### config.mk
export PLATFORM = sky130hd
export DESIGN_NAME = rr_grant_sequencer_flat
export DESIGN_NICKNAME = d
export VERILOG_FILES = /design/src/rtl/rr_grant_sequencer_if.sv /design/src/rtl/rr_grant_sequencer.sv /design/src/flat_wrapper.sv
export SDC_FILE = /design/constraint.sdc
export NUM_CORES = 1
export LEC_CHECK = 0
export ABC_AREA = 0
export CORE_ASPECT_RATIO = 1.1
export CORE_UTILIZATION = 29
export DETAILED_ROUTE_END_ITERATION = 6
export PLACE_DENSITY = 0.55
export SYNTH_ARGS = -nofsm -noshare
export SYNTH_HDL_FRONTEND = slang
export SYNTH_SLANG_ARGS = --single-unit
### constraint.sdc
create_clock -name clk -period 3.6 [get_ports clk]
set_clock_uncertainty 0.05 [all_clocks]
set_input_delay 0.9 -clock clk [delete_from_list [all_inputs] [get_ports clk]]
set_output_delay 0.9 -clock clk [all_outputs]
set_load 0.02 [all_outputs]
### src/rtl/rr_grant_sequencer_if.sv
// Request/grant bundle between the requesting lanes and the round-robin arbiter.
// The master side drives requests and release pulses; the slave side returns the grant.
interface rr_grant_sequencer_if #(
  parameter int N = 8,
  parameter int W = 3
);
  logic [N-1:0] req;
  logic         done;
  logic [N-1:0] gnt;
  logic [W-1:0] gnt_pos;
  logic         gnt_valid;

  modport master (
    output req,
    output done,
    input  gnt,
    input  gnt_pos,
    input  gnt_valid
  );

  modport slave (
    input  req,
    input  done,
    output gnt,
    output gnt_pos,
    output gnt_valid
  );
endinterface

### src/rtl/rr_grant_sequencer.sv
// Rotating-priority arbiter: registers a one-hot grant and holds it until the owner
// releases, drops its request or reaches the hold limit, then hands off on the same edge.
module rr_grant_sequencer #(
  parameter int N        = 8,
  parameter int W        = 3,
  parameter int MAX_HOLD = 16,
  parameter int HOLD_W   = 5
) (
  input  logic                  clk,
  input  logic                  resetn,
  rr_grant_sequencer_if.slave   bus
);

  typedef enum logic {
    ST_IDLE,
    ST_GRANT
  } state_t;

  localparam logic [HOLD_W-1:0] HOLD_LAST = HOLD_W'(MAX_HOLD - 1);

  state_t            r_state;
  logic [N-1:0]      r_gnt;
  logic [W-1:0]      r_pos;
  logic [W-1:0]      r_last;
  logic              r_valid;
  logic [HOLD_W-1:0] r_hold;

  logic              w_dropped;
  logic              w_timeout;
  logic              w_release;
  logic [N-1:0]      w_cand;
  logic [W-1:0]      w_base;
  logic [W-1:0]      w_idx;
  logic [W-1:0]      w_win;
  logic              w_found;
  logic [N-1:0]      w_win_onehot;

  assign w_dropped = (r_state == ST_GRANT) && !bus.req[r_pos];
  assign w_timeout = (r_hold == HOLD_LAST);
  assign w_release = (r_state == ST_GRANT) && (bus.done || w_dropped || w_timeout);

  // A holder that dropped its request is removed; done/timeout keep it eligible at lowest priority.
  always_comb begin
    w_cand = bus.req;
    if (w_dropped) begin
      w_cand[r_pos] = 1'b0;
    end
  end

  assign w_base = (r_state == ST_GRANT) ? r_pos : r_last;

  always_comb begin
    w_found = 1'b0;
    w_win   = '0;
    w_idx   = '0;
    for (int k = 0; k < N; k++) begin
      w_idx = w_base + W'(k + 1);
      if (!w_found && w_cand[w_idx]) begin
        w_found = 1'b1;
        w_win   = w_idx;
      end
    end
  end

  assign w_win_onehot = {{(N-1){1'b0}}, 1'b1} << w_win;

  always_ff @(posedge clk or negedge resetn) begin
    if (!resetn) begin
      r_state <= ST_IDLE;
      r_gnt   <= '0;
      r_pos   <= '0;
      r_last  <= W'(N - 1);
      r_valid <= 1'b0;
      r_hold  <= '0;
    end else begin
      case (r_state)
        ST_IDLE: begin
          if (w_found) begin
            r_state <= ST_GRANT;
            r_gnt   <= w_win_onehot;
            r_pos   <= w_win;
            r_valid <= 1'b1;
            r_hold  <= '0;
          end
        end
        ST_GRANT: begin
          if (w_release) begin
            r_last <= r_pos;
            r_hold <= '0;
            if (w_found) begin
              r_gnt <= w_win_onehot;
              r_pos <= w_win;
            end else begin
              r_state <= ST_IDLE;
              r_gnt   <= '0;
              r_valid <= 1'b0;
            end
          end else if (r_hold != HOLD_LAST) begin
            r_hold <= r_hold + 1'b1;
          end
        end
      endcase
    end
  end

  assign bus.gnt       = r_gnt;
  assign bus.gnt_pos   = r_pos;
  assign bus.gnt_valid = r_valid;

endmodule

### src/flat_wrapper.sv
// flat-port wrapper written by rule: the top's interface ports become plain ports
module rr_grant_sequencer_flat 
#(
  parameter int N        = 8,
  parameter int W        = 3,
  parameter int MAX_HOLD = 16,
  parameter int HOLD_W   = 5
)
  (clk, resetn, bus_req, bus_done, bus_gnt, bus_gnt_pos, bus_gnt_valid);
  rr_grant_sequencer_if #(.N(N), .W(W)) bus_i ();
  input  logic clk;
  input  logic resetn;
  input wire logic [$bits(bus_i.req)-1:0] bus_req;
  input wire logic [$bits(bus_i.done)-1:0] bus_done;
  output wire logic [$bits(bus_i.gnt)-1:0] bus_gnt;
  output wire logic [$bits(bus_i.gnt_pos)-1:0] bus_gnt_pos;
  output wire logic [$bits(bus_i.gnt_valid)-1:0] bus_gnt_valid;
  assign bus_i.req = bus_req;
  assign bus_i.done = bus_done;
  assign bus_gnt = bus_i.gnt;
  assign bus_gnt_pos = bus_i.gnt_pos;
  assign bus_gnt_valid = bus_i.gnt_valid;
  rr_grant_sequencer #(.N(N), .W(W), .MAX_HOLD(MAX_HOLD), .HOLD_W(HOLD_W)) u_core (.clk(clk), .resetn(resetn), .bus(bus_i));
endmodule
; Word-level counts from Yosys, hierarchy flattened
; Cells that the tools add are included.
[classes]
add_sub_neg = 8
order_cmp = 10
eq_ne = 6
n_shift = 1
mux = 56
n_bitwise = 3
n_reduce_logical = 24
[op_table]
columns = cell, count
row1 = $lt A3 B4 Y1 const B, 9
row2 = $mux W3, 11
row3 = $mux W8, 4
row4 = $bmux W1 S3, 9
row5 = $mux W1, 23
row6 = $pmux W8 S2, 1
row7 = $mux W5, 3
row8 = $add A3 B3 Y3 const B, 4
row9 = $logic_and A1 B1 Y1, 10
row10 = $pmux W5 S2, 1
row11 = $and A8 B8 Y8, 1
row12 = $logic_not A1 Y1, 8
row13 = $not A8 Y8, 1
row14 = $shl A1 B3 Y8 const A, 1
row15 = $add A3 B2 Y3 const B, 2
row16 = $pmux W3 S2, 1
row17 = $reduce_and A2 Y1, 3
row18 = $add A5 B1 Y5 const B, 1
row19 = $eq A5 B4 Y1 const B, 1
row20 = $ne A5 B4 Y1 const B, 1
row21 = $ne A2 B2 Y1 const B, 2
row22 = $pmux W1 S2, 2
row23 = $add A3 B1 Y3 const B, 1
row24 = $demux W1 S3, 1
row25 = other kinds (6), 7
[totals]
reg_bits = 21
output_inout_bits = 12
word_cells = 114

; Longest topological paths before layout
[depth]
ltp_word = 35
depth_mapped = 13

; Worst setup path after synthesis
; No wires, ideal clock.
[synth_path]
path_kind = flip-flop to flip-flop
start = reg u_core.r_state
end = reg u_core.r_gnt[0] (netlist: u_core.bus.gnt[0])
arrival_time_ps = 3488
setup_slack_ps = -48
stages_incl_launch_ff = 13
n_path_buf = 2
cell_sequence = dfrtp_1 buf_6 mux2i_1 inv_1 buf_2 ha_1 xnor2_1 mux4_2 and2b_1 o211ai_2 o31ai_4 o21a_2 o41ai_1
[synth_between]
elab_chain_cells = 30
elab_cells_between_ends = 68
cone_classes = 7 x add/sub / 2 x eq/ne / 1 x shift / 38 x mux / 1 x bitwise / 19 x reduce/logical
[synth_rtl]
columns = item, line
row1 = start: declaration, rr_grant_sequencer.sv:21  ; state_t r_state;
row2 = start signal: assignment, rr_grant_sequencer.sv:69  ; r_state <= ST_IDLE;
row3 = start signal: assignment, rr_grant_sequencer.sv:79  ; r_state <= ST_GRANT;
row4 = start signal: assignment, rr_grant_sequencer.sv:94  ; r_state <= ST_IDLE;
row5 = $mux W3 or $logic_and A1 B1 Y1 (tied branches), "rr_grant_sequencer.sv:50, rr_grant_sequencer.sv:38"
row6 = $add A3 B1 Y3 or $mux W8 (tied branches), "rr_grant_sequencer.sv:57, rr_grant_sequencer.sv:45"
row7 = $bmux W1 S3, rr_grant_sequencer.sv:58  ; if (!w_found && w_cand[w_idx]) begin
row8 = $mux W1 (not written as such), rr_grant_sequencer.sv:58
row9 = $mux W1, rr_grant_sequencer.sv:58
row10 = $logic_not A1 Y1, rr_grant_sequencer.sv:58
row11 = $logic_and A1 B1 Y1, rr_grant_sequencer.sv:58
row12 = $mux W1, rr_grant_sequencer.sv:58
row13 = [... 14 more ...], --
row14 = $mux W1, rr_grant_sequencer.sv:58
row15 = $logic_not A1 Y1, rr_grant_sequencer.sv:58
row16 = $logic_and A1 B1 Y1, rr_grant_sequencer.sv:58
row17 = $mux W3, rr_grant_sequencer.sv:58
row18 = $shl A1 B3 Y8, rr_grant_sequencer.sv:65  ; assign w_win_onehot = {{(N-1){1'b0}}, 1'b1} << w_win;
row19 = $mux W8, rr_grant_sequencer.sv:90  ; if (w_found) begin
row20 = $mux W8, rr_grant_sequencer.sv:87  ; if (w_release) begin
row21 = $pmux W8 S2, rr_grant_sequencer.sv:76  ; case (r_state)
row22 = end signal: assignment, rr_grant_sequencer.sv:80  ; r_gnt <= w_win_onehot;
row23 = end signal: assignment, rr_grant_sequencer.sv:91  ; r_gnt <= w_win_onehot;
row24 = end: declaration, rr_grant_sequencer.sv:22  ; logic [N-1:0] r_gnt;
; Several ways; a longest one is shown, not always the timed one. The select of a mux whose other input is x is not followed.
; A chain may end at the register's enable or synchronous reset.

; Worst setup path in the final report
[layout_path]
start = in bus_req[7]
end = reg u_core.r_gnt[7] (netlist: u_core.bus.gnt[7])
[layout_between]
elab_chain_cells = 33
elab_cells_between_ends = 63
cone_classes = 2 x eq/ne / 1 x shift / 39 x mux / 1 x bitwise / 20 x reduce/logical
[layout_rtl]
columns = item, line
row1 = start: declaration, flat_wrapper.sv:13  ; input wire logic [$bits(bus_i.req)-1:0] bus_req;
row2 = $bmux W1 S3, rr_grant_sequencer.sv:38  ; assign w_dropped = (r_state == ST_GRANT) && !bus.req[r_pos];
row3 = $mux W1 (not written as such), rr_grant_sequencer.sv:38
row4 = $logic_not A1 Y1, rr_grant_sequencer.sv:38
row5 = $logic_and A1 B1 Y1, rr_grant_sequencer.sv:38
row6 = $mux W8, rr_grant_sequencer.sv:45  ; if (w_dropped) begin
row7 = $bmux W1 S3, rr_grant_sequencer.sv:58
row8 = $mux W1 (not written as such), rr_grant_sequencer.sv:58
row9 = $mux W1, rr_grant_sequencer.sv:58
row10 = [... 17 more ...], --
row11 = $mux W1, rr_grant_sequencer.sv:58
row12 = $logic_not A1 Y1, rr_grant_sequencer.sv:58
row13 = $logic_and A1 B1 Y1, rr_grant_sequencer.sv:58
row14 = $mux W3, rr_grant_sequencer.sv:58
row15 = $shl A1 B3 Y8, rr_grant_sequencer.sv:65
row16 = $mux W8, rr_grant_sequencer.sv:90
row17 = $mux W8, rr_grant_sequencer.sv:87
row18 = $pmux W8 S2, rr_grant_sequencer.sv:76
; Several ways; a longest one is shown, not always the timed one. The select of a mux whose other input is x is not followed.

==> metrics <==
drt drc=0; share of layout cells above drive strength 1=0.309; Yosys cell types=60; Clock Sinks=21; via count=1,618; hold-fix buffers at CTS=0; CP required=3700 ps; Longest Clk Path Bufs=2; placed cells=295; first-pass GRT wire length=7970 um; final setup vio count=0; Hold Crit Depth=2; Final ANT Viol Nets=0; DR pass1 iterations=4; Worst Tran Pin Value=981 ps; Core Box Area=6310 sq um; max-slew violation count=0; fin crit period=3290 ps; initial drt markers=77; Yosys top cell by area=dfrtp_1; area grow syn2layout=24.3%; top post-synthesis cells by count=nand2_1 (24), dfrtp_1 (18), mux2i_1 (13); RSZ-0062 raised after global routing=false; setup_tns=0 ps; Mapped Cells=182; clock transition at the registers of the reported paths=80 ps; Post-synth EDFFs=0; R2R depth=9; Clk Latency, worst-skew pair=260 ps; Startpoint Class=input pin; antenna cells=0; post-route insts no fill=300; initial antenna violation count=0; Die X-Extent=79.9 um; top cells by area, synth=dfrtp_1 (23%), mux4_2 (12%), mux2i_1 (6.7%), nand2_1 (4.7%), dfstp_2 (4.1%); nets=236; MaxCap Viol Count=0; Critical Path AT=3390 ps; IO Count=23; I/O Buffers=22; Final Cell Area=2400 sq um; crit-path cells=clkdlybuf4s50_1 > mux4_2 > mux2i_4 > nand4_4 > or2_4 > o31ai_4 > o21ai_2 > o41ai_1; worst-case headroom to the max-slew limit=0.344; GRT Util Overall=0.145; Inserted Clock Buffers=3; Post-Syn Area per Cell=10.6 sq um; Starting Density=0.307; Fillers=653; CP endpoint kind=flop; Final Hold Violating Endpoints=0; Post-DP HPWL=3710 um; top_reg_cell synth=dfrtp_1; most common cell in the netlist=nand2_1; Root Driver=clkbuf_8; share of the synthesized area in the top cell type=0.233; Die ar.=7000 sq um; Seq/Total Area, Yosys=0.274; CP max FO=6; die height=87.7 um; vias in the first global route=1,599; CP max stage cell=mux4_2; status=finished clean; vias per inst=5.39; period utilisation layout=0.915; Max Freq=304 MHz; synthesized flop and latch total=21; Hold WC Path Type=reg -> reg; WS Path Type=in -> reg; row cnt=30; # H-tree levels=1; TritonCTS clock tree=yes; synthesized cell area=1930 sq um; Synth async-reset ratio=1.00; Final Wtd Congestion=0.832; cell area after placement=2340 sq um; drt total wl=4720 um; yosys warns=0; routed len/inst=15.7 um; syn nets=197; total congestion overflow=0; pin count of the biggest net entering global routing=22; worst stage delay on the critical path=600 ps
==> cell usage in the layout, fill, tap and decap left out, drive strengths merged, types with 3 or more instances in the layout <==
master	n
o211ai	3
clkbuf	4
nand2	24
inv	5
mux2i	17
a211oi	4
clkdlybuf4s50	22
o21ai	13
nand2b	5
nor2	10
a21oi	7
dfrtp	18
a32o	3
o41ai	8
mux4	11
mux2	6
nand3	3
dfstp	3
ha	4
xnor2	3
buf	18
==> cell type report <==
class                           instances  area [sq um]  share of cell area
Inverter                                5          23.8             0.00989
Timing Repair Buffer                   40           368               0.153
Multi-Input combinational cell        150          1340               0.556
Sequential cell                        21           531               0.221
Tap cell                               80           100              0.0416
Clock buffer                            4          45.0              0.0187
==> routing by layer <==
metal	wire length [um]	GRT usage
met2	2270	0.236
met3	148	0.0229
met1	2280	0.207
met4	21	0.0244
met5	0	0
==> registers in the layout (all words and copies together) (netlist names) <==
| signal | flops |
|---|---|
| u_core.bus.gnt_valid | 1 |
| u_core.bus.gnt_pos | 3 |
| u_core.r_last | 3 |
| u_core.r_hold | 5 |
| u_core.r_state | 1 |
| u_core.bus.gnt | 8 |
==> kinds of logic after synthesis <==
family                     share of synthesized area
DFF                                            0.274
and+or+nand+nor                                0.147
muxes                                          0.274
adders and majority gates                     0.0259
xor gates and xnor gates                      0.0181
buffers and inverters                         0.0446
AOI/OAI and AO/OA                              0.216
==> per-stage QoR <==
stage,utilization,hold slack (ps),setup WS [ps]
2_1_floorplan,-,400,130
3_3_place_gp,0.370,414,1.56
3_5_place_dp,0.370,420,34.0
4_1_cts,0.378,444,96.8
5_1_grt,0.381,454,113
6_report,0.381,436,307
==> worst max-delay path, delay by kind of cell <==
family / cells / cell delay (ps)
AO/OA/AOI/OAI: 3 / 660
AND/OR/NAND/NOR: 2 / 450
buffers and inverters: 1 / 500
multiplexers: 2 / 870
==> final timing paths <==
| check | from | end | slack (ps) |
|---|---|---|---|
| max in group asynchronous | resetn | u_core.r_state | 1710 |
| worst min-delay path | u_core.bus.gnt[4] | u_core.bus.gnt[4] | 440 |
| worst max-delay path | bus_req[7] | u_core.bus.gnt[7] | 310 |
| min in group asynchronous | resetn | u_core.r_hold[3] | 1130 |
| worst max register to register | u_core.r_state | u_core.bus.gnt[7] | 350 |
| worst min register to register | u_core.bus.gnt[4] | u_core.bus.gnt[4] | 440 |
==> what timing repair did <==
item                                    4_1_cts  5_1_grt
endpoints found under the setup margin        0       11
resized for setup                             0        4
endpoints found under the hold margin         0        0
buffers inserted                              0        1
Power is left out: the tool's default activity adds up to more than one toggle a clock period on the data nets, which glitch-free logic cannot reach.
